[config.mk]
export PLATFORM = sky130hd
export DESIGN_NAME = any1_ibuf
export DESIGN_NICKNAME = d
export VERILOG_FILES = /design/src/rtl/any1_pkg.sv /design/src/rtl/any1_ibuf_ptr.sv /design/src/rtl/any1_ibuf.sv
export SDC_FILE = /design/constraint.sdc
export NUM_CORES = 1
export LEC_CHECK = 0
export CORE_ASPECT_RATIO = 1.5
export CORE_MARGIN = 10
export CORE_UTILIZATION = 45
export DETAILED_ROUTE_END_ITERATION = 6
export PLACE_DENSITY = 0.72
export RECOVER_POWER = 50
export SLEW_MARGIN = 20
export SYNTH_ARGS = -nofsm -noshare
export SYNTH_HDL_FRONTEND = slang
export SYNTH_HIERARCHICAL = 1
export SYNTH_SLANG_ARGS = --single-unit
[constraint.sdc]
create_clock -name clk_i -period 62.3 [get_ports clk_i]
set_input_delay 12.46 -clock clk_i [delete_from_list [all_inputs] [get_ports clk_i]]
set_output_delay 12.46 -clock clk_i [all_outputs]
set_load 0.01 [all_outputs]
[src/rtl/any1_pkg.sv]
// Shared any1 front-end types: the instruction-buffer entry and its default depth.
package any1_pkg;

  localparam int ANY1_IR_W  = 64;
  localparam int ANY1_AW    = 32;
  localparam int ANY1_SW    = 5;
  localparam int IBUF_DEPTH = 4;

  // Same field set the aligner produces.
  typedef struct packed {
    logic [ANY1_IR_W-1:0] ir;
    logic [ANY1_AW-1:0]   ip;
    logic [ANY1_AW-1:0]   pip;
    logic [ANY1_SW-1:0]   Stream;
    logic                 predict_taken;
  } sInstBufEntry;

endpackage

[src/rtl/any1_ibuf_ptr.sv]
// Circular-buffer pointer: increments with natural wrap, synchronous clear
// overrides increment, asynchronous active-low reset.
module any1_ibuf_ptr #(
  parameter int PW = 3
) (
  input  logic          i_clk,
  input  logic          i_rst_n,
  input  logic          i_clr,
  input  logic          i_inc,
  output logic [PW-1:0] o_ptr
);

  logic [PW-1:0] r_ptr;

  always_ff @(posedge i_clk or negedge i_rst_n) begin
    if (!i_rst_n)   r_ptr <= '0;
    else if (i_clr) r_ptr <= '0;
    else if (i_inc) r_ptr <= r_ptr + 1'b1;
  end

  assign o_ptr = r_ptr;

endmodule

[src/rtl/any1_ibuf.sv]
// Instruction queue between the aligner and decode. Optional macro
// ANY1_IBUF_BYPASS_EN adds a zero-latency empty-queue path from in_* to out_*.
module any1_ibuf
  import any1_pkg::*;
#(
  parameter int DEPTH = IBUF_DEPTH,
  parameter int IR_W  = ANY1_IR_W,
  parameter int AW    = ANY1_AW,
  parameter int SW    = ANY1_SW
) (
  input  logic                     clk_i,
  input  logic                     rst_ni,
  input  logic                     flush_i,
  input  logic                     in_valid_i,
  output logic                     in_ready_o,
  input  logic [IR_W-1:0]          in_ir_i,
  input  logic [AW-1:0]            in_ip_i,
  input  logic [AW-1:0]            in_pip_i,
  input  logic [SW-1:0]            in_stream_i,
  input  logic                     in_pt_i,
  output logic                     out_valid_o,
  input  logic                     out_ready_i,
  output logic [IR_W-1:0]          out_ir_o,
  output logic [AW-1:0]            out_ip_o,
  output logic [AW-1:0]            out_pip_o,
  output logic [SW-1:0]            out_stream_o,
  output logic                     out_pt_o,
  output logic [$clog2(DEPTH):0]   count_o
);

  localparam int IW = $clog2(DEPTH);
  localparam int PW = IW + 1;

  sInstBufEntry  r_mem [DEPTH];
  logic [PW-1:0] w_rd_ptr;
  logic [PW-1:0] w_wr_ptr;
  logic          w_empty;
  logic          w_full;
  logic          w_push;
  logic          w_pop;
  logic          w_wr_en;
  sInstBufEntry  w_in_entry;
  sInstBufEntry  w_head;

  assign w_empty = (w_rd_ptr == w_wr_ptr);
  assign w_full  = (w_rd_ptr[IW-1:0] == w_wr_ptr[IW-1:0]) &&
                   (w_rd_ptr[IW] != w_wr_ptr[IW]);

  assign in_ready_o = !w_full;
  assign count_o    = w_wr_ptr - w_rd_ptr;

  always_comb begin
    w_in_entry               = '0;
    w_in_entry.ir            = in_ir_i;
    w_in_entry.ip            = in_ip_i;
    w_in_entry.pip           = in_pip_i;
    w_in_entry.Stream        = in_stream_i;
    w_in_entry.predict_taken = in_pt_i;
  end

`ifdef ANY1_IBUF_BYPASS_EN
  logic w_bypass;
  logic w_consumed;

  assign w_bypass    = w_empty && !flush_i;
  // An entry taken straight through by decode never touches storage.
  assign w_consumed  = w_bypass && in_valid_i && out_ready_i;
  assign out_valid_o = w_empty ? (in_valid_i && !flush_i) : 1'b1;
  assign w_push      = in_valid_i && in_ready_o && !w_consumed;
  assign w_pop       = !w_empty && out_ready_i;

  always_comb begin
    w_head = '0;
    if (!w_empty)      w_head = r_mem[w_rd_ptr[IW-1:0]];
    else if (w_bypass) w_head = w_in_entry;
  end
`else
  assign out_valid_o = !w_empty;
  assign w_push      = in_valid_i && in_ready_o;
  assign w_pop       = out_valid_o && out_ready_i;

  // Head is forced to zero when empty so reset and flush present clean outputs.
  always_comb begin
    w_head = '0;
    if (!w_empty) w_head = r_mem[w_rd_ptr[IW-1:0]];
  end
`endif

  assign w_wr_en = w_push && !flush_i;

  assign out_ir_o     = w_head.ir;
  assign out_ip_o     = w_head.ip;
  assign out_pip_o    = w_head.pip;
  assign out_stream_o = w_head.Stream;
  assign out_pt_o     = w_head.predict_taken;

  any1_ibuf_ptr #(.PW(PW)) u_rd_ptr (
    .i_clk   (clk_i),
    .i_rst_n (rst_ni),
    .i_clr   (flush_i),
    .i_inc   (w_pop),
    .o_ptr   (w_rd_ptr)
  );

  any1_ibuf_ptr #(.PW(PW)) u_wr_ptr (
    .i_clk   (clk_i),
    .i_rst_n (rst_ni),
    .i_clr   (flush_i),
    .i_inc   (w_push),
    .o_ptr   (w_wr_ptr)
  );

  // Storage is data-only: never reset, never cleared by flush.
  always_ff @(posedge clk_i) begin
    if (w_wr_en) r_mem[w_wr_ptr[IW-1:0]] <= w_in_entry;
  end

  always_ff @(posedge clk_i) begin
    if (rst_ni && w_wr_en) assert (!w_full);
  end

endmodule

==> run metrics, run 1 <==
Tmin final approximately 17 ns; failing checks capacitance limit, slew limit; top cell types by occurrence after synthesis edfxtp_1 (536), mux4_2 (134), a21boi_0 (129), clkbuf_1 (31), buf_2 (13); Slew headroom -0.211; clk_lat worst skew between 0.5 and 0.6 ns; Overall Power 0.000959 W; # DRC 0; nature of the critical path endpoint primary output; clk buf depth 3; PwrDens 36.8 nW/um2; required time of the critical path between 40 and 50 ns; Cells after Synth between 900 and 1000; Final Wtd Congestion 0.711; Min-Delay Path Class reg2reg; RSZ-0062 raised after global routing false; CTS H-Tree Depth 2; Layout Cells excl Fill 1826; drt pass-1 iters 4; Netlist Area Pre-Place between 20000 and 25000 um2; post-synth net total between 1000 and 1500; global-route wire length before repair approximately 70 mm; starting density of the core 0.456; critical path startpoint category flop; vias per std cell approximately 5.5; Synth cell types 25; Setup-failing EPs final 0; hold slack between 0.6 and 0.7 ns; largest net degree at the start of global routing between 100 and 150; full die area 55700 um2; critical path type reg2out; cell with the most instances after synthesis edfxtp_1; Hold Buf Count CTS 0; total of max-cap violations 2; CTS-repair resized insts 0; f_max 59.6 MHz; IO Pins about 280; Port-buffer cells 277; Die Ht 284 um; TritonCTS sink count around 540; Pins Over Slew Limit 70; gr usage total 0.164; Core ar. 45900 um2; Final ANT Viol Nets 0; Top FF cell, synth edfxtp_1; synth top area cells edfxtp_1 (77%), mux4_2 (14%), a21boi_0 (4.6%); die width 196 um; root buf cell clkbuf_16; DP Wirelength 28.4 mm; Seq/Total Area, Yosys 0.776; drt wl/cell between 20 and 30 um; Tightest Pin Transition approximately 1.8 ns; FP Rows 96; final WL roughly 46 mm; Post-synth EDFFs between 500 and 600; Yosys Warn Count 6; Async SR Flop Fraction 0.0111; Clock transition at path regs ~0.07 ns; Largest stage delay, worst path between 0.8 and 0.9 ns; dpl cells ~1700; Final TNS setup 0 ns; synthesized area per cell 23.0 um2; skew final 0.00799 ns; Seq cells post-synth around 540; DR vias ~10000; drt first-iter violations between 400 and 500; Cell Chain, Critical Path buf_4, buf_4, mux4_2, a21boi_0, clkdlybuf4s50_1; area delta synth->final 24.5%; leakage 8.16 nW; Peak supply drop 27.1 uV; Final #Nets 1339; share of the synthesized area in the top cell type 0.769; outcome complete, but fails checks; initial antenna violation count 18; gr ovfl total 0; CP max FO 45; final hold viol count 0; setup bufs post-CTS 0; CTS tree built; Most common cell on crit path buf_4; Critical Path AT between 4 and 5 ns; crit share post-route 0.269; number of CTS-inserted buffers 49; Slowest-stage cell, CP buf_4; layout cells sized above 1 0.193; Yosys top cell by area edfxtp_1; vias in the first global route ~11000
[through the flow]
step | cell area, um2 | utilization | worst slack (ns)
after floorplan | 20900 | - | 27.67
after CTS | 26100 | 0.568 | 45.22
after global routing | 26100 | 0.568 | 45.08
after detailed placement | 24300 | 0.529 | 45.83
final | 26100 | 0.568 | 45.52
after global placement | 24300 | 0.529 | 45.85
[routing by layer]
layer	GRT usage	wire length, um	vias up
li1	-	-	4415
met1	0.196	17600	5312
met2	0.288	24900	278
met3	0.0359	2510	88
met4	0.0538	1160	12
met5	0	69	-
[final timing paths]
path,start,end,slack (ns),depth (start not counted)
hold reg to reg,u_wr_ptr/o_ptr[2],u_wr_ptr/o_ptr[2],0.64,2
setup / recovery,u_rd_ptr/o_ptr[0],out_ir_o[26],45.52,5
min in group asynchronous,rst_ni,u_wr_ptr/o_ptr[0],12.22,1
setup reg to reg,u_rd_ptr/o_ptr[0],r_mem[3][64],58.22,6
hold / removal,u_wr_ptr/o_ptr[2],u_wr_ptr/o_ptr[2],0.64,2
max in group asynchronous,rst_ni,u_rd_ptr/o_ptr[0],49.82,1
[logic make-up (layout without fill, tap and decap cells)]
| kind of cell | count (synthesis) | after routing | share of synthesized area |
|---|---|---|---|
| other | 0 | 4 | 0 |
| multiplexers | 136 | 136 | 0.145 |
| adder cells (fa/ha/maj) | 5 | 5 | 0.00335 |
| buffers and inverters | 66 | 390 | 0.0182 |
| XOR/XNOR | 5 | 5 | 0.00209 |
| AO/OA/AOI/OAI | 144 | 144 | 0.0520 |
| AND/OR/NAND/NOR | 12 | 12 | 0.00275 |
| flip-flops | 542 | 542 | 0.776 |
[cell type report]
cell class	count	area [um2]
Antenna cell	4	10.0
Multi-Input combinational cell	302	4320
Inverter	6	22.5
Tap cell	588	736
Fill cell	3412	19800
Clock inverter	32	493
Timing Repair Buffer	294	2910
Clock buffer	58	1300
Sequential cell	542	16300
[layout by cell type (no fill, tap or decap), drive strengths merged, types with 2 or more instances in the layout]
cell type | synthesis | layout
edfxtp | 536 | 536
clkdlybuf4s50 | 0 | 139
dlygate4sd3 | 0 | 138
a21boi | 135 | 135
mux4 | 134 | 134
clkbuf | 31 | 58
buf | 29 | 17
clkinv | 0 | 15
bufinv | 0 | 13
inv | 6 | 8
dfrtp | 6 | 6
nor2 | 5 | 5
diode | 0 | 4
ha | 4 | 4
xnor2 | 4 | 4
nand2 | 3 | 3
a21oi | 3 | 3
a2111oi | 2 | 2
o2111a | 2 | 2
clkinvlp | 0 | 2
mux2i | 2 | 2
a21bo | 2 | 2
nand3b | 2 | 2
[critical path: cells and delay by family, from the launching register on]
kind	cells	cell delay (ns)
AO/OA/AOI/OAI	1	0.16
multiplexers	1	0.59
buffers and inverters	3	2.20
flip-flops	1	0.75
[state kept, by name, indices dropped and copies added, names as in the netlist]
signal and flops:
r_mem 536, u_rd_ptr/o_ptr 3, u_wr_ptr/o_ptr 3
[report_power, final]
| part | internal, W | leakage (nW) | switching [W] |
|---|---|---|---|
| sequential | 0.000413 | 4.95 | 0.00000504 |
| clock | 0.000203 | 0.879 | 0.000128 |
| combinational | 0.000112 | 2.33 | 0.0000985 |
No activity file was read; power rests on OpenSTA's default activity.
==> run 2: changes to the inputs <==
clock period = 16 ns   (was 62.3 ns; I/O delays follow)
==> run 2 against run 1 <==
Effect of this change:
- the run now ends clean
- design area is 0.58% lower
- utilization is 0.33 points lower
- power grew to 3.8 times the previous value
- sequential power grew to 3.9 times the previous value
- global-route usage is 0.50 points lower
- first-iteration DRC count is 4.1% higher
- sequential share of layout area is 0.36 points higher
- critical path depth stayed put
- routed wire length is 3.2% lower
- count of clock-buffer cells in the layout is 1 higher
- combinational power grew to 3.9 times the previous value
- via count is 0.60% lower
- critical path type unchanged
- largest cell class unchanged
- largest power group unchanged
==> run metrics, run 2 (synthesis gave the netlist of run 1 again) <==
outcome complete, no violations (was complete, but fails checks); required time of the critical path 12.80 ns (was 49.84 ns); Min-Delay Path Class reg2reg (unchanged); CTS-repair resized insts 0 (unchanged); crit share post-route 0.461; Pins Over Slew Limit 0 (was 70); CTS tree built (unchanged); starting density of the core 0.456 (unchanged); Peak supply drop 101 uV (was 27.1 uV); IO Pins 278 (unchanged); number of CTS-inserted buffers 50 (was 49); TritonCTS sink count 542 (unchanged); skew final 0.0141 ns (was 0.00799 ns); Tightest Pin Transition 1.42 ns (was 1.82 ns); die width 196 um (unchanged); vias in the first global route 10751 (was 10858); Clock transition at path regs 0.06 ns (was 0.07 ns); RSZ-0062 raised after global routing false (unchanged); layout cells sized above 1 0.185 (was 0.193); drt first-iter violations 477 (was 458); Critical Path AT 4.17 ns (was 4.32 ns); PwrDens 140 nW/um2 (was 36.8 nW/um2); total of max-cap violations 0 (was 2); Cell Chain, Critical Path buf_4, buf_4, mux4_2, a21boi_0, clkdlybuf4s50_1 (unchanged); vias per std cell 5.49 (was 5.53); Final #Nets 1342 (was 1339); # DRC 0 (unchanged); Slew headroom 0.0507 (was -0.211); Final ANT Viol Nets 0 (unchanged); clk buf depth 3 (unchanged); f_max around 140 MHz; setup bufs post-CTS 0 (unchanged); FP Rows 96 (unchanged); gr ovfl total 0 (unchanged); full die area 55700 um2 (unchanged); DP Wirelength 27.5 mm (was 28.4 mm); Port-buffer cells 277 (unchanged); critical path startpoint category flop (unchanged); final WL 44.8 mm (was 46.3 mm); critical path type reg2out (unchanged); CP max FO 45 (unchanged); Slowest-stage cell, CP buf_4 (unchanged); drt wl/cell 24.5 um (was 25.3 um); initial antenna violation count 18 (unchanged); max reg flops 536 (unchanged); final hold viol count 0 (unchanged); Largest stage delay, worst path 0.81 ns (was 0.85 ns); DP Worst Slack 9.06 ns (was 45.83 ns); commonest non-fill, non-tap cell in the layout edfxtp_1 (unchanged); Setup-failing EPs final 0 (unchanged); Tmin final ~7.4 ns; most frequent cells in the layout edfxtp_1 (536), clkdlybuf4s50_1 (139), dlygate4sd3_1 (138), mux4_2 (134), a21boi_0 (129) (unchanged); leakage 8.08 nW (was 8.16 nW); global-route wire length before repair 68.8 mm (was 70.5 mm); Final Wtd Congestion 0.726 (was 0.711); Hold Buf Count CTS 0 (unchanged); clk_lat worst skew 0.56 ns (about the same); CTS H-Tree Depth 2 (unchanged); nature of the critical path endpoint primary output (unchanged); area delta synth->final 23.8% (was 24.5%); root buf cell clkbuf_16 (unchanged); Layout Cells excl Fill 1831 (was 1826); dpl cells 1734 (was 1732); hold slack 0.651 ns (was 0.643 ns); Die Ht 284 um (unchanged); Worst Setup Slack, final 8.63 ns (was 45.52 ns); fillcell total 3412 (unchanged); Most common cell on crit path buf_4 (unchanged); drt pass-1 iters 5 (was 4); largest net degree at the start of global routing 90 (was 117); DR vias 10044 (was 10105); gr usage total 0.159 (was 0.164); Core ar. 45900 um2 (unchanged)
[run 2: cell types whose count changed in the layout (fill, tap and decap cells not counted), moves of 2 or more]
cell,previous run,this run
a2111oi_0,0,2
a2111oi_2,2,0
bufinv_16,13,7
clkbuf_1,7,11
clkinv_1,4,9
clkinv_2,11,8
diode_2,4,7
[run 2: through the flow]
stage / TNS, ns / area, um2 / total power [W] / util
finish: 0 / 25900 / 0.00363 / 0.564
CTS: 0 / 25900 / 0.00369 / 0.565
floorplan: -744.38 / 20900 / 0.00211 / -
global placement: 0 / 24300 / 0.00250 / 0.529
global route: 0 / 25900 / 0.00378 / 0.564
detailed placement: 0 / 24300 / 0.00250 / 0.529
[run 2: area by class of cell]
class | count | area (um2) | share of cell area
multi-input combinational | 302 | 4310 | 0.166
sequential | 542 | 16300 | 0.628
tap | 588 | 736 | 0.0284
inverter | 6 | 22.5 | 0.000870
clock buffer | 59 | 1310 | 0.0504
clock inverter | 31 | 353 | 0.0136
antenna | 7 | 17.5 | 0.000676
timing repair buffer | 296 | 2900 | 0.112
[run 2: routing by layer]
layer / part of all wire / up-vias / global-route usage
met4: 0.025 / 6 / 0.0553
met5: 0.00065 / - / 0
met3: 0.052 / 94 / 0.0341
li1: - / 4422 / -
met2: 0.54 / 271 / 0.279
met1: 0.38 / 5251 / 0.190
[run 2: final timing paths]
path,slack (ns),to,cells past startpoint,from
setup / recovery,8.63,out_ir_o[31],5,u_rd_ptr/o_ptr[0]
hold / removal,0.65,u_rd_ptr/o_ptr[2],2,u_rd_ptr/o_ptr[2]
setup reg to reg,11.79,r_mem[1][70],5,u_rd_ptr/o_ptr[0]
hold reg to reg,0.65,u_rd_ptr/o_ptr[2],2,u_rd_ptr/o_ptr[2]
max in group asynchronous,12.77,u_rd_ptr/o_ptr[1],1,rst_ni
min in group asynchronous,2.97,u_rd_ptr/o_ptr[2],1,rst_ni
[run 2: critical path, delay by kind of cell, from the launching register on]
family | cells | cell delay, ns
buffers and inverters | 3 | 2.06
DFF | 1 | 0.67
muxes | 1 | 0.59
AOI/OAI and AO/OA | 1 | 0.17
[run 2: report_power, final]
| part | switching (W) | leakage [nW] | total (W) | internal (W) |
|---|---|---|---|---|
| sequential | 0.0000196 | 4.95 | 0.00163 | 0.00161 |
| combinational | 0.000378 | 2.33 | 0.000811 | 0.000433 |
| clock | 0.000491 | 0.809 | 0.00119 | 0.000699 |
| total | 0.000889 | 8.08 | 0.00363 | 0.00274 |
